**src/rtl/hpdmc_initseq.sv**
```systemverilog
// SDRAM power-up sequencer: walks a fixed CSR write list into an HPDMC-style controller.
// Define HPDMC_INITSEQ_VERIFY_EN to compile in the timing-register readback check.
module hpdmc_initseq #(
    parameter logic [3:0]  csr_addr  = 4'h0,
    parameter logic [15:0] init_wait = 16'd20000,
    parameter logic [7:0]  cmd_gap   = 8'd8,
    parameter logic [12:0] mode_reg  = 13'h033,
    parameter logic [23:0] tim_val   = 24'h9A8312
) (
    input  logic        sys_clk,
    input  logic        sys_rst,
    input  logic        start,
    output logic        busy,
    output logic        done,
    output logic        err,
    output logic [13:0] csr_a,
    output logic        csr_we,
    output logic [31:0] csr_do,
    input  logic [31:0] csr_di
);

`ifdef HPDMC_INITSEQ_VERIFY_EN
    typedef enum logic [2:0] {StIdle, StWr, StWait, StRd, StDone} state_t;
`else
    typedef enum logic [2:0] {StIdle, StWr, StWait, StDone} state_t;
    logic unused_di;
    assign unused_di = ^csr_di;
`endif

    state_t      state;
    logic [2:0]  step;
    logic [15:0] cnt;
    logic        issue;
    logic [2:0]  issue_step;

    function automatic logic [1:0] step_off(input logic [2:0] s);
        case (s)
            3'd1, 3'd2, 3'd3, 3'd4: step_off = 2'd1;
            3'd5:                   step_off = 2'd2;
            default:                step_off = 2'd0;
        endcase
    endfunction

    function automatic logic [31:0] step_data(input logic [2:0] s);
        case (s)
            3'd0:       step_data = 32'h0000_0007;
            3'd1:       step_data = 32'h0000_400B;
            3'd2, 3'd3: step_data = 32'h0000_000D;
            3'd4:       step_data = {13'd0, 2'b00, mode_reg, 4'hF};
            3'd5:       step_data = {8'd0, tim_val};
            3'd6:       step_data = 32'h0000_0004;
            default:    step_data = 32'h0;
        endcase
    endfunction

    function automatic logic [15:0] step_gap(input logic [2:0] s);
        case (s)
            3'd0:                   step_gap = init_wait;
            3'd1, 3'd2, 3'd3, 3'd4: step_gap = {8'd0, cmd_gap};
            default:                step_gap = 16'd0;
        endcase
    endfunction

    // issue: the next edge presents write number issue_step
    always_comb begin
        issue      = 1'b0;
        issue_step = step + 3'd1;
        case (state)
            StIdle, StDone: begin
                issue      = start;
                issue_step = 3'd0;
            end
`ifdef HPDMC_INITSEQ_VERIFY_EN
            StWr:   issue = (step != 3'd6) && (step != 3'd5) && (cnt == 16'd0);
            StRd:   issue = (cnt == 16'd0);
`else
            StWr:   issue = (step != 3'd6) && (cnt == 16'd0);
`endif
            StWait: issue = (cnt == 16'd1);
            default: ;
        endcase
    end

    always_ff @(posedge sys_clk) begin
        if (sys_rst) begin
            state  <= StIdle;
            step   <= 3'd0;
            cnt    <= 16'd0;
            busy   <= 1'b0;
            done   <= 1'b0;
            err    <= 1'b0;
            csr_a  <= 14'd0;
            csr_we <= 1'b0;
            csr_do <= 32'd0;
        end else begin
            csr_we <= 1'b0;
            csr_a  <= 14'd0;
            csr_do <= 32'd0;
            if (issue) begin
                state  <= StWr;
                step   <= issue_step;
                cnt    <= step_gap(issue_step);
                busy   <= 1'b1;
                csr_we <= 1'b1;
                csr_a  <= {csr_addr, 8'h00, step_off(issue_step)};
                csr_do <= step_data(issue_step);
                if (state == StIdle || state == StDone) begin
                    done <= 1'b0;
                    err  <= 1'b0;
                end
`ifdef HPDMC_INITSEQ_VERIFY_EN
                if (state == StRd && csr_di[23:0] != tim_val) err <= 1'b1;
`endif
            end else begin
                case (state)
                    StWr: begin
                        if (step == 3'd6) begin
                            state <= StDone;
                            step  <= 3'd0;
                            busy  <= 1'b0;
                            done  <= 1'b1;
`ifdef HPDMC_INITSEQ_VERIFY_EN
                        end else if (step == 3'd5) begin
                            // two read cycles: address, then registered data
                            state <= StRd;
                            cnt   <= 16'd1;
                            csr_a <= {csr_addr, 8'h00, 2'd2};
`endif
                        end else begin
                            state <= StWait;
                        end
                    end
                    StWait: cnt <= cnt - 16'd1;
`ifdef HPDMC_INITSEQ_VERIFY_EN
                    StRd: begin
                        cnt   <= cnt - 16'd1;
                        csr_a <= {csr_addr, 8'h00, 2'd2};
                    end
`endif
                    default: ;
                endcase
            end
        end
    end

endmodule

```
**config.mk**
```make
export PLATFORM = sky130hd
export DESIGN_NAME = hpdmc_initseq
export DESIGN_NICKNAME = d
export VERILOG_FILES = /design/src/rtl/hpdmc_initseq.sv
export SDC_FILE = /design/constraint.sdc
export NUM_CORES = 1
export LEC_CHECK = 0
export BUFFER_PORTS_ARGS = -buffer_cell sky130_fd_sc_hd__buf_2
export CAP_MARGIN = 20
export CORE_ASPECT_RATIO = 0.8
export CORE_UTILIZATION = 36
export DETAILED_ROUTE_END_ITERATION = 7
export HOLD_SLACK_MARGIN = 0.12
export SLEW_MARGIN = 25
export SYNTH_ARGS = -nofsm -noshare
export SYNTH_HDL_FRONTEND = slang
export SYNTH_SLANG_ARGS = --single-unit
```
**constraint.sdc**
```tcl
create_clock -name sys_clk -period 4.3 [get_ports sys_clk]
set_input_delay 0.43 -clock sys_clk [delete_from_list [all_inputs] [get_ports sys_clk]]
set_output_delay 0.43 -clock sys_clk [all_outputs]
set_load 0.01 [all_outputs]
```
; ---- Yosys cells after proc, flatten, opt, wreduce, memory -nomap -nowiden
; Index checks and enable logic that the tools add are counted.
[word_totals]
inputBits = 35
wordCells = 62
romBits = 0
ramBits = 0
n_memories = 0
latchBits = 0
register_bits = 70
output_inout_bits = 50
[op_classes]
n_shift = 0
div_mod_pow = 0
eq_ne = 13
mux = 21
bitwise_logic = 1
addsub = 2
reduce_logical = 15
mul = 0
order_cmp = 0
[op_table]
columns = cell, count
row1 = $pmux W24 S6, 1
row2 = $mux W16, 2
row3 = $pmux W15 S2, 1
row4 = $eq A16 B1 Y1 const B, 1
row5 = $logic_not A16 Y1, 1
row6 = $sub A16 B1 Y16 const B, 1
row7 = $eq A3 B3 Y1 const B, 4
row8 = $mux W3, 4
row9 = $mux W1, 11
row10 = $reduce_or A2 Y1, 4
row11 = $eq A3 B2 Y1 const B, 2
row12 = $logic_not A3 Y1, 2
row13 = $reduce_bool A2 Y1, 3
row14 = $eq A2 B2 Y1 const B, 2
row15 = $pmux W2 S2, 1
row16 = $reduce_or A4 Y1, 1
row17 = $add A3 B1 Y3 const B, 1
row18 = $eq A3 B1 Y1 const B, 1
row19 = $ne A3 B3 Y1 const B, 1
row20 = $pmux W1 S3, 1
row21 = $reduce_and A3 Y1, 1
row22 = $eq A2 B1 Y1 const B, 1
row23 = $ne A2 B1 Y1 const B, 1
row24 = $reduce_and A2 Y1, 1
row25 = other kinds (3), 3

; ---- Longest topological paths before layout
; Gate-level depths: netlist of run 1.
[logic_depth]
ltp_word = 7
mapped_depth = 10
ltp_nobuf = 8

; ---- Least setup slack after synthesis of run 1
; OpenSTA, ideal clock, no wires.
[synth_path]
path_type = register to register
start = reg cnt[4]
end = reg cnt[5]
arrival_time_ps = 2000
period_less_slack_ps = 2103
required_time_ps = 4197
stages_incl_launch_ff = 8
n_path_buf = 1
setup_ps = 103
slack_ps = 2197
cell_sequence = dfxtp_1 or4_1 buf_2 nor4_4 nand3_2 a21boi_4 nor3_2 a2111oi_2
[synth_between]
elab_chain_cells = 4
word_cells_on_any_way = 8
cone_classes = 1 x add/sub / 1 x eq/ne / 3 x mux / 3 x reduce/logical
[synth_lines]
columns = element, line_no
row1 = "start, declared", 32  ; logic [15:0] cnt;
row2 = "start signal, assigned", 102  ; cnt <= step_gap(issue_step);
row3 = "start signal, assigned", 133  ; StWait: cnt <= cnt - 16'd1;
row4 = "parallel branches: the longest is 4 deep, another holds $sub A16 B1 Y16", n/a
; Several ways; the timed one is not identified. The select of a mux whose other input is x is not followed.
; A chain may end at the register's enable or synchronous reset.

; ---- Final worst setup path of run 1
[layout_path]
start = reg cnt[4]
end = reg cnt[1]
[layout_between]
elab_chain_cells = 4
word_cells_on_any_way = 6
cone_classes = 1 x eq/ne / 2 x mux / 3 x reduce/logical
[layout_lines]
columns = element, line_no
row1 = $logic_not A16 Y1, 77  ; StWr: issue = (step != 3'd6) && (cnt == 16'd0);
row2 = $logic_and A1 B1 Y1, 77
row3 = $pmux W1 S3 (*), 68  ; case (state)
row4 = $mux W16 or $reduce_bool A2 Y1 (tied branches), n/a
; Every way passes the cells marked *; elsewhere a longest branch is shown, timed or not.

==> metrics, run 1 <==
Post-Syn Instances about 220; first-pass GRT wire length between 6 and 7 mm; Final HPWL DP 2.59 mm; final WL approximately 3.6 mm; CTS root buffer clkbuf_8; worst slew margin relative to its limit 50.4%; post-synthesis compound-gate area fraction between 10% and 20%; Final Slew Violations 0; most common cell after layout, fill and taps aside dfxtp_1; crit path kind flip-flop to flip-flop; post-synthesis simple-gate area fraction between 20% and 30%; nature of the critical path endpoint flip-flop; mux cell area share after synthesis 0%; GRT overflow 0; Multi-input gate area 1010 um^2; CTS tree done; Core ar. roughly 5100 um^2; Pwr per Cell Area approximately 500 nW/um^2; Resized Gates After CTS 0; vias ~1500; largest net degree at the start of global routing 20; switching share of power between 30% and 40%; num ports between 80 and 90; worst hold-check path type flip-flop to flip-flop; Combinational Power Share 27.7%; H-tree depth 2; outcome finished clean; delay-heaviest family, CP simple AND/OR/NAND/NOR gates; fin util between 40 and 50%; Top FF cell, synth dfxtp_1; Clock power frac 34.7%; CP required roughly 4.5 ns; largest family of logic cells by synthesized area simple AND/OR/NAND/NOR gates; post-synthesis xor/xnor area fraction between 5 and 6%; EDFF count, synth 0; Synth top area share between 30% and 40%; sequential fraction of the synthesis area between 30% and 40%; RSZ-0062 raised after global routing false; Bufs on Longest Clock Path 2; clock transition at the registers of the reported paths 0.07 ns; worst-skew pair later-pin latency roughly 0.29 ns; sum of negative setup slack 0 ns; Final Hold Vio Count 0; die area between 5000 and 6000 um^2; fin crit share 60.5%; initial drt markers 75; Max Fclk a little under 0.4 GHz; Critical Path Start Type flip-flop; Post-DRT Antenna Nets 0; vias in the first global route 1286; ant diodes 0; postcts setup bufs 0; row count 23; maximum VDD drop between 0.00015 and 0.0002 V; share of layout cells above drive strength 1 16.7%; Seq pwr share 37.6%; Via density roughly 4.9; CTS sink cnt 34; GRT Overall Usage about 14%; CTS Buf Count 5; Post-CTS Hold Fix Bufs 0; P_leak roughly 0.86 nW; area leader, netlist dfxtp_1; Syn Std Cell Area between 1500 and 2000 um^2; Post-Synth Adder-Cell Area under 10%; Worst Path Max Fanout 11; WL/cell 11.9 um; Syn Area/Cell about 8.6 um^2; I/O Buffers 21; worst-margin pin slew approximately 0.74 ns; most frequent cells in the layout 34 x dfxtp_1, 31 x conb_1, 29 x nor2_1; Die Height between 60 and 70 um; Area growth syn-to-layout 6.39%; Initial Util between 30% and 40%; FILL cells 534; Synth warnings 0; maximum capacitance violations 0; share of flip-flops with an asynchronous set or reset after synthesis 0%; synth top area cells dfxtp_1 35%, buf_4 15%, nor2_1 5.7%, ha_1 4.6%, xnor2_1 4.6%; drt first pass iters 4; initial antenna violation count 0; CP max stage delay 0.66 ns; Arrival @ worst endpoint around 2.8 ns; register area just under 700 um^2; slowest cell on the critical path or4_1; switching power roughly 0.00034 W; #FFs+latches synth 34; width of the die around 84 um; fin crit period about 2.6 ns; Cell Chain, Critical Path or4_1 > nor4_4 > and3_1 > a21oi_2 > nand2b_1 > a211oi_1; Crit path buffers/inverters 0; placer congestion estimate between 0.7 and 0.8; Cell variety after synth 47; DRC 0; Final Skew ~0.0075 ns; Final #Nets 280; Int Pwr 0.000688 W; Final setup viols 0
## per-layer routing
| layer | global-route usage [%] | share of wire, % |
|---|---|---|
| met3 | 4.77 | 7.4 |
| met1 | 17.1 | 48 |
| met5 | 0 | 0 |
| met4 | 5.72 | 1.4 |
| met2 | 22.2 | 43 |
## power groups by stage
stage / Combinational, W / Clock [W] / Sequential, W
6_report: 0.000284 / 0.000355 / 0.000385
5_1_grt: 0.000320 / 0.000378 / 0.000391
4_1_cts: 0.000283 / 0.000364 / 0.000385
3_5_place_dp: 0.000281 / 0 / 0.000392
3_3_place_gp: 0.000281 / 0 / 0.000392
2_1_floorplan: 0.000246 / 0 / 0.000388
## per-stage QoR
step	instances	power (W)	worst slack (ns)	hold WS, ns	instance area [um^2]
after floorplan	254	0.000634	2.20	0.467	2030
after detailed placement	293	0.000673	1.69	0.447	1900
after global placement	293	0.000673	1.69	0.446	1900
after global routing	301	0.00109	1.44	0.487	2040
after CTS	301	0.00103	1.68	0.458	2040
final	301	0.00102	1.70	0.457	2040
## layout make-up
class	instances	share of cell area, %
clock buffer	5	3.37
clock inverter	3	3.37
inverter	7	1.29
multi-input combinational	169	49.7
sequential	34	33.4
tap	62	3.80
timing repair buffer	21	5.15
## cells by family (layout without fill, tap and decap cells)
| group | count (synthesis) | in the layout |
|---|---|---|
| flops | 34 | 34 |
| simple gates | 88 | 88 |
| other cells | 1 | 31 |
| xor+xnor | 12 | 12 |
| compound gates | 31 | 31 |
| fa+ha+maj | 7 | 7 |
| buf+inv | 51 | 36 |
## state kept, by name, summed over array words and instances (netlist names)
signal,flops
busy,1
csr_do,8
csr_we,1
cnt,16
csr_a,2
state,2
done,1
step,3
## worst min-delay path, cell delays in order (launching register included)
cell and delay [ns]:
dfxtp_1 0.31, nand2_1 0.05, a21oi_1 0.05
## cells in the mapped netlist, types with 2 or more instances
library cell,n
nand2_1,11
a211oi_1,2
xor2_1,2
o21ai_0,2
ha_1,7
nor3_1,11
nand2b_1,2
and2_1,2
a21oi_1,11
inv_1,7
nor3_2,2
xnor2_1,10
clkbuf_1,4
nor4_1,8
buf_4,38
nor2_1,29
a22oi_1,2
dfxtp_1,34
nand3_1,6
buf_2,2
or4_1,3
and3_1,4
## final timing paths
check	startpoint	endpoint	slack, ns	cells after the start
max	cnt[4]$_SDFFE_PP0P_	cnt[1]$_SDFFE_PP0P_	1.70	6
min	busy$_SDFFE_PP0P_	busy$_SDFFE_PP0P_	0.46	2
max reg2reg	cnt[4]$_SDFFE_PP0P_	cnt[1]$_SDFFE_PP0P_	1.70	6
min reg2reg	busy$_SDFFE_PP0P_	busy$_SDFFE_PP0P_	0.46	2
Note: power is estimated with default switching activity, not from simulation.
==> run 2, diff against run 1 <==
--- a/config.mk
+++ b/config.mk
@@ -5,6 +5,7 @@
 export SDC_FILE = /design/constraint.sdc
 export NUM_CORES = 1
 export LEC_CHECK = 0
+export ABC_AREA = 1
 export BUFFER_PORTS_ARGS = -buffer_cell sky130_fd_sc_hd__buf_2
 export CAP_MARGIN = 20
 export CORE_ASPECT_RATIO = 0.8
==> constraint.sdc (replaced) <==
create_clock -name sys_clk -period 2.7 [get_ports sys_clk]
set_input_delay 0.27 -clock sys_clk [delete_from_list [all_inputs] [get_ports sys_clk]]
set_output_delay 0.27 -clock sys_clk [all_outputs]
set_load 0.01 [all_outputs]
==> run 2 against run 1 <==
Against the previous run: area after synthesis rose by 4.6%; sequential power grew 78%; first-iteration DRC count fell by 2.7%; die area grew 4.5%; register-to-register slack worse by 0.86 ns; largest power group is now combinational cells.
==> metrics, run 2 <==
CTS Buf Count 5 (unchanged); drt first pass iters 4 (unchanged); crit path kind flip-flop to flip-flop (unchanged); Placed Area 1990 um^2 (was 1900 um^2); initial drt markers 73 (was 75); Final Skew 0.00732 ns (was 0.00751 ns); Synth top area share 33.9% (was 35.5%); FILL cells 542 (was 534); ant diodes 0 (unchanged); Final Slew Violations 0 (unchanged); Top FF cell, synth dfxtp_1 (unchanged); Core ar. 5180 um^2 (was 5060 um^2); Arrival @ worst endpoint 2.06 ns (was 2.75 ns); Syn Std Cell Area 2010 um^2 (was 1920 um^2); Multi-input gate area 1020 um^2 (was 1010 um^2); final WL 3.49 mm (was 3.59 mm); GRT Overall Usage 12.9% (was 13.8%); WL/cell 9.97 um (was 11.9 um); Cell variety after synth 28 (was 47); area leader, netlist dfxtp_1 (unchanged); Largest Register cnt (unchanged); clock transition at the registers of the reported paths 0.07 ns (about the same); pre-CTS WS 0.828 ns (was 1.69 ns); sequential fraction of the synthesis area 33.9% (was 35.5%); EDFF count, synth 0 (unchanged); min-delay src sys_rst (was busy$_SDFFE_PP0P_); P_leak 1.08 nW (was 0.859 nW); Pwr per Cell Area 1080 nW/um^2 (was 501 nW/um^2); Placed Cells incl. Taps 342 (was 293); most common cell after layout, fill and taps aside nor2_1 (was dfxtp_1); Die Height 68.8 um (was 67.3 um); Initial Util 38.7% (was 37.9%); leading registers by flop count cnt (16), csr_do (8), step (3) (unchanged); maximum capacitance violations 0 (unchanged); Resized Gates After CTS 0 (unchanged); Area growth syn-to-layout 6.17% (was 6.39%); share of flip-flops with an asynchronous set or reset after synthesis 0% (unchanged); #FFs+latches synth 34 (unchanged); width of the die 85.5 um (was 83.6 um); die area 5880 um^2 (was 5630 um^2); Final setup viols 0 (unchanged); reg2reg start state[0]$_SDFFE_PP0P_ (was cnt[4]$_SDFFE_PP0P_); synth top area cells dfxtp_1 34%, buf_4 14%, nor2_1 9.4%, nand2_1 7.3%, inv_1 5.0% (was dfxtp_1 35%, buf_4 15%, nor2_1 5.7%, ha_1 4.6%, xnor2_1 4.6%); GRT overflow 0 (unchanged); maximum VDD drop 0.000362 V (was 0.000185 V); final instance area 2130 um^2 (was 2040 um^2); initial antenna violation count 0 (unchanged); largest net degree at the start of global routing 13 (was 20); vias 1490 (was 1475); Layout Cells excl Fill 350 (was 301); Via density 4.26 (was 4.90); CTS sink cnt 34 (unchanged); worst hold-check path type input port to flip-flop (was flip-flop to flip-flop); first-pass GRT wire length 5.71 mm (was 6.05 mm); H-tree depth 2 (unchanged); Worst Path Max Fanout 12 (was 11); WHS 0.218 ns (was 0.457 ns); most frequent cells in the layout 50 x nor2_1, 39 x nand2_1, 34 x dfxtp_1 (was 34 x dfxtp_1, 31 x conb_1, 29 x nor2_1); Final #Nets 329 (was 280); fin crit period 1.86 ns (was 2.60 ns); CTS root buffer clkbuf_8 (unchanged); outcome finished clean (unchanged); nature of the critical path endpoint flip-flop (unchanged); vias in the first global route 1226 (was 1286); CTS tree done (unchanged); Critical Path Start Type flip-flop (unchanged); I/O Buffers 21 (unchanged); row count 23 (unchanged); Setup WS post-layout 0.841 ns (was 1.70 ns); Bufs on Longest Clock Path 2 (unchanged); Final HPWL DP 2.72 mm (was 2.59 mm); Final Hold Vio Count 0 (unchanged); Post-CTS Hold Fix Bufs 0 (unchanged); Largest register FFs 16 (unchanged); top cells by count, synth 50 x nor2_1, 39 x nand2_1, 38 x buf_4, 34 x dfxtp_1, 27 x inv_1 (was 38 x buf_4, 34 x dfxtp_1, 29 x nor2_1); fin crit share 68.8% (was 60.5%); CP required 2.91 ns (was 4.45 ns); Post-Syn Instances 270 (was 224); Max Fclk 0.538 GHz (was 0.385 GHz); worst-skew pair later-pin latency 0.28 ns (was 0.29 ns); Syn Area/Cell 7.43 um^2 (was 8.56 um^2); CP startpoint state[0]$_SDFFE_PP0P_ (was cnt[4]$_SDFFE_PP0P_); RSZ-0062 raised after global routing false (unchanged); share of layout cells above drive strength 1 17.0% (was 16.7%); Post-DRT Antenna Nets 0 (unchanged); num ports 85 (unchanged); most numerous cell in the Yosys netlist nor2_1 (was buf_4); Synth warnings 0 (unchanged); register area 681 um^2 (unchanged); DRC 0 (unchanged); postcts setup bufs 0 (unchanged); placer congestion estimate 0.834 (was 0.786); sum of negative setup slack 0 ns (unchanged)
-- run 2: changes by cell type in the layout (fill, tap and decap cells not counted), moves of 3 or more --
cell     change
and3_1       -4
inv_1       +20
nand2_1     +28
nand2_4      +5
nand3_1      +5
nor2_1      +21
nor2_4       +7
nor4_1       -8
o21ai_0      +9
or4_1        -3
xnor2_1      -6
-- run 2: kinds of logic after synthesis --
family	Yosys count	share of synthesized area (%)
compound gates	22	5.61
xor+xnor	6	2.62
fa+ha+maj	7	4.36
buf+inv	70	21.1
flops	34	33.9
other cells	1	0.187
simple gates	130	32.2
-- run 2: path summary, 6_finish.rpt --
path | to | slack [ns] | cells past startpoint
worst max-delay path | cnt[13]$_SDFFE_PP0P_ | 0.84 | 9
worst min-delay path | step[0]$_SDFFE_PP0P_ | 0.22 | 2
worst max register to register | cnt[13]$_SDFFE_PP0P_ | 0.84 | 9
worst min register to register | busy$_SDFFE_PP0P_ | 0.48 | 2
-- run 2: per-layer routing --
layer | GRT usage, % | wire [um]
met1 | 17.6 | 1850
met2 | 18.5 | 1470
met3 | 5.00 | 154
met4 | 4.38 | 17
met5 | 0 | 0
-- run 2: layout make-up --
cell class	instances	share of cell area [%]
repair buffers	21	4.93
inverters	29	5.11
flip-flops and latches	34	31.9
clock inverters	2	2.82
clock buffers	6	3.88
well taps	62	3.64
multi-input cells	196	47.7
-- run 2: critical path, cell delays in order, from the launching register on --
cell     delay (ns)
dfxtp_1        0.33
inv_1          0.06
ha_1           0.31
nand2_1        0.11
nand2_1        0.08
nand3_4        0.11
nand2_4        0.13
inv_2          0.11
nand2_1        0.27
nor3b_1        0.26
-- run 2: power breakdown --
part / switching [W] / internal (W)
clock: 0.000183 / 0.000394
combinational: 0.000680 / 0.000353
sequential: 0.0000834 / 0.000604
total: 0.000947 / 0.00135
-- run 2: stage by stage --
stage / power (W) / utilization (%)
2_1_floorplan: 0.00159 / -
3_3_place_gp: 0.00172 / 38.4
3_5_place_dp: 0.00173 / 38.4
4_1_cts: 0.00232 / 41.1
5_1_grt: 0.00251 / 41.1
6_report: 0.00230 / 41.1
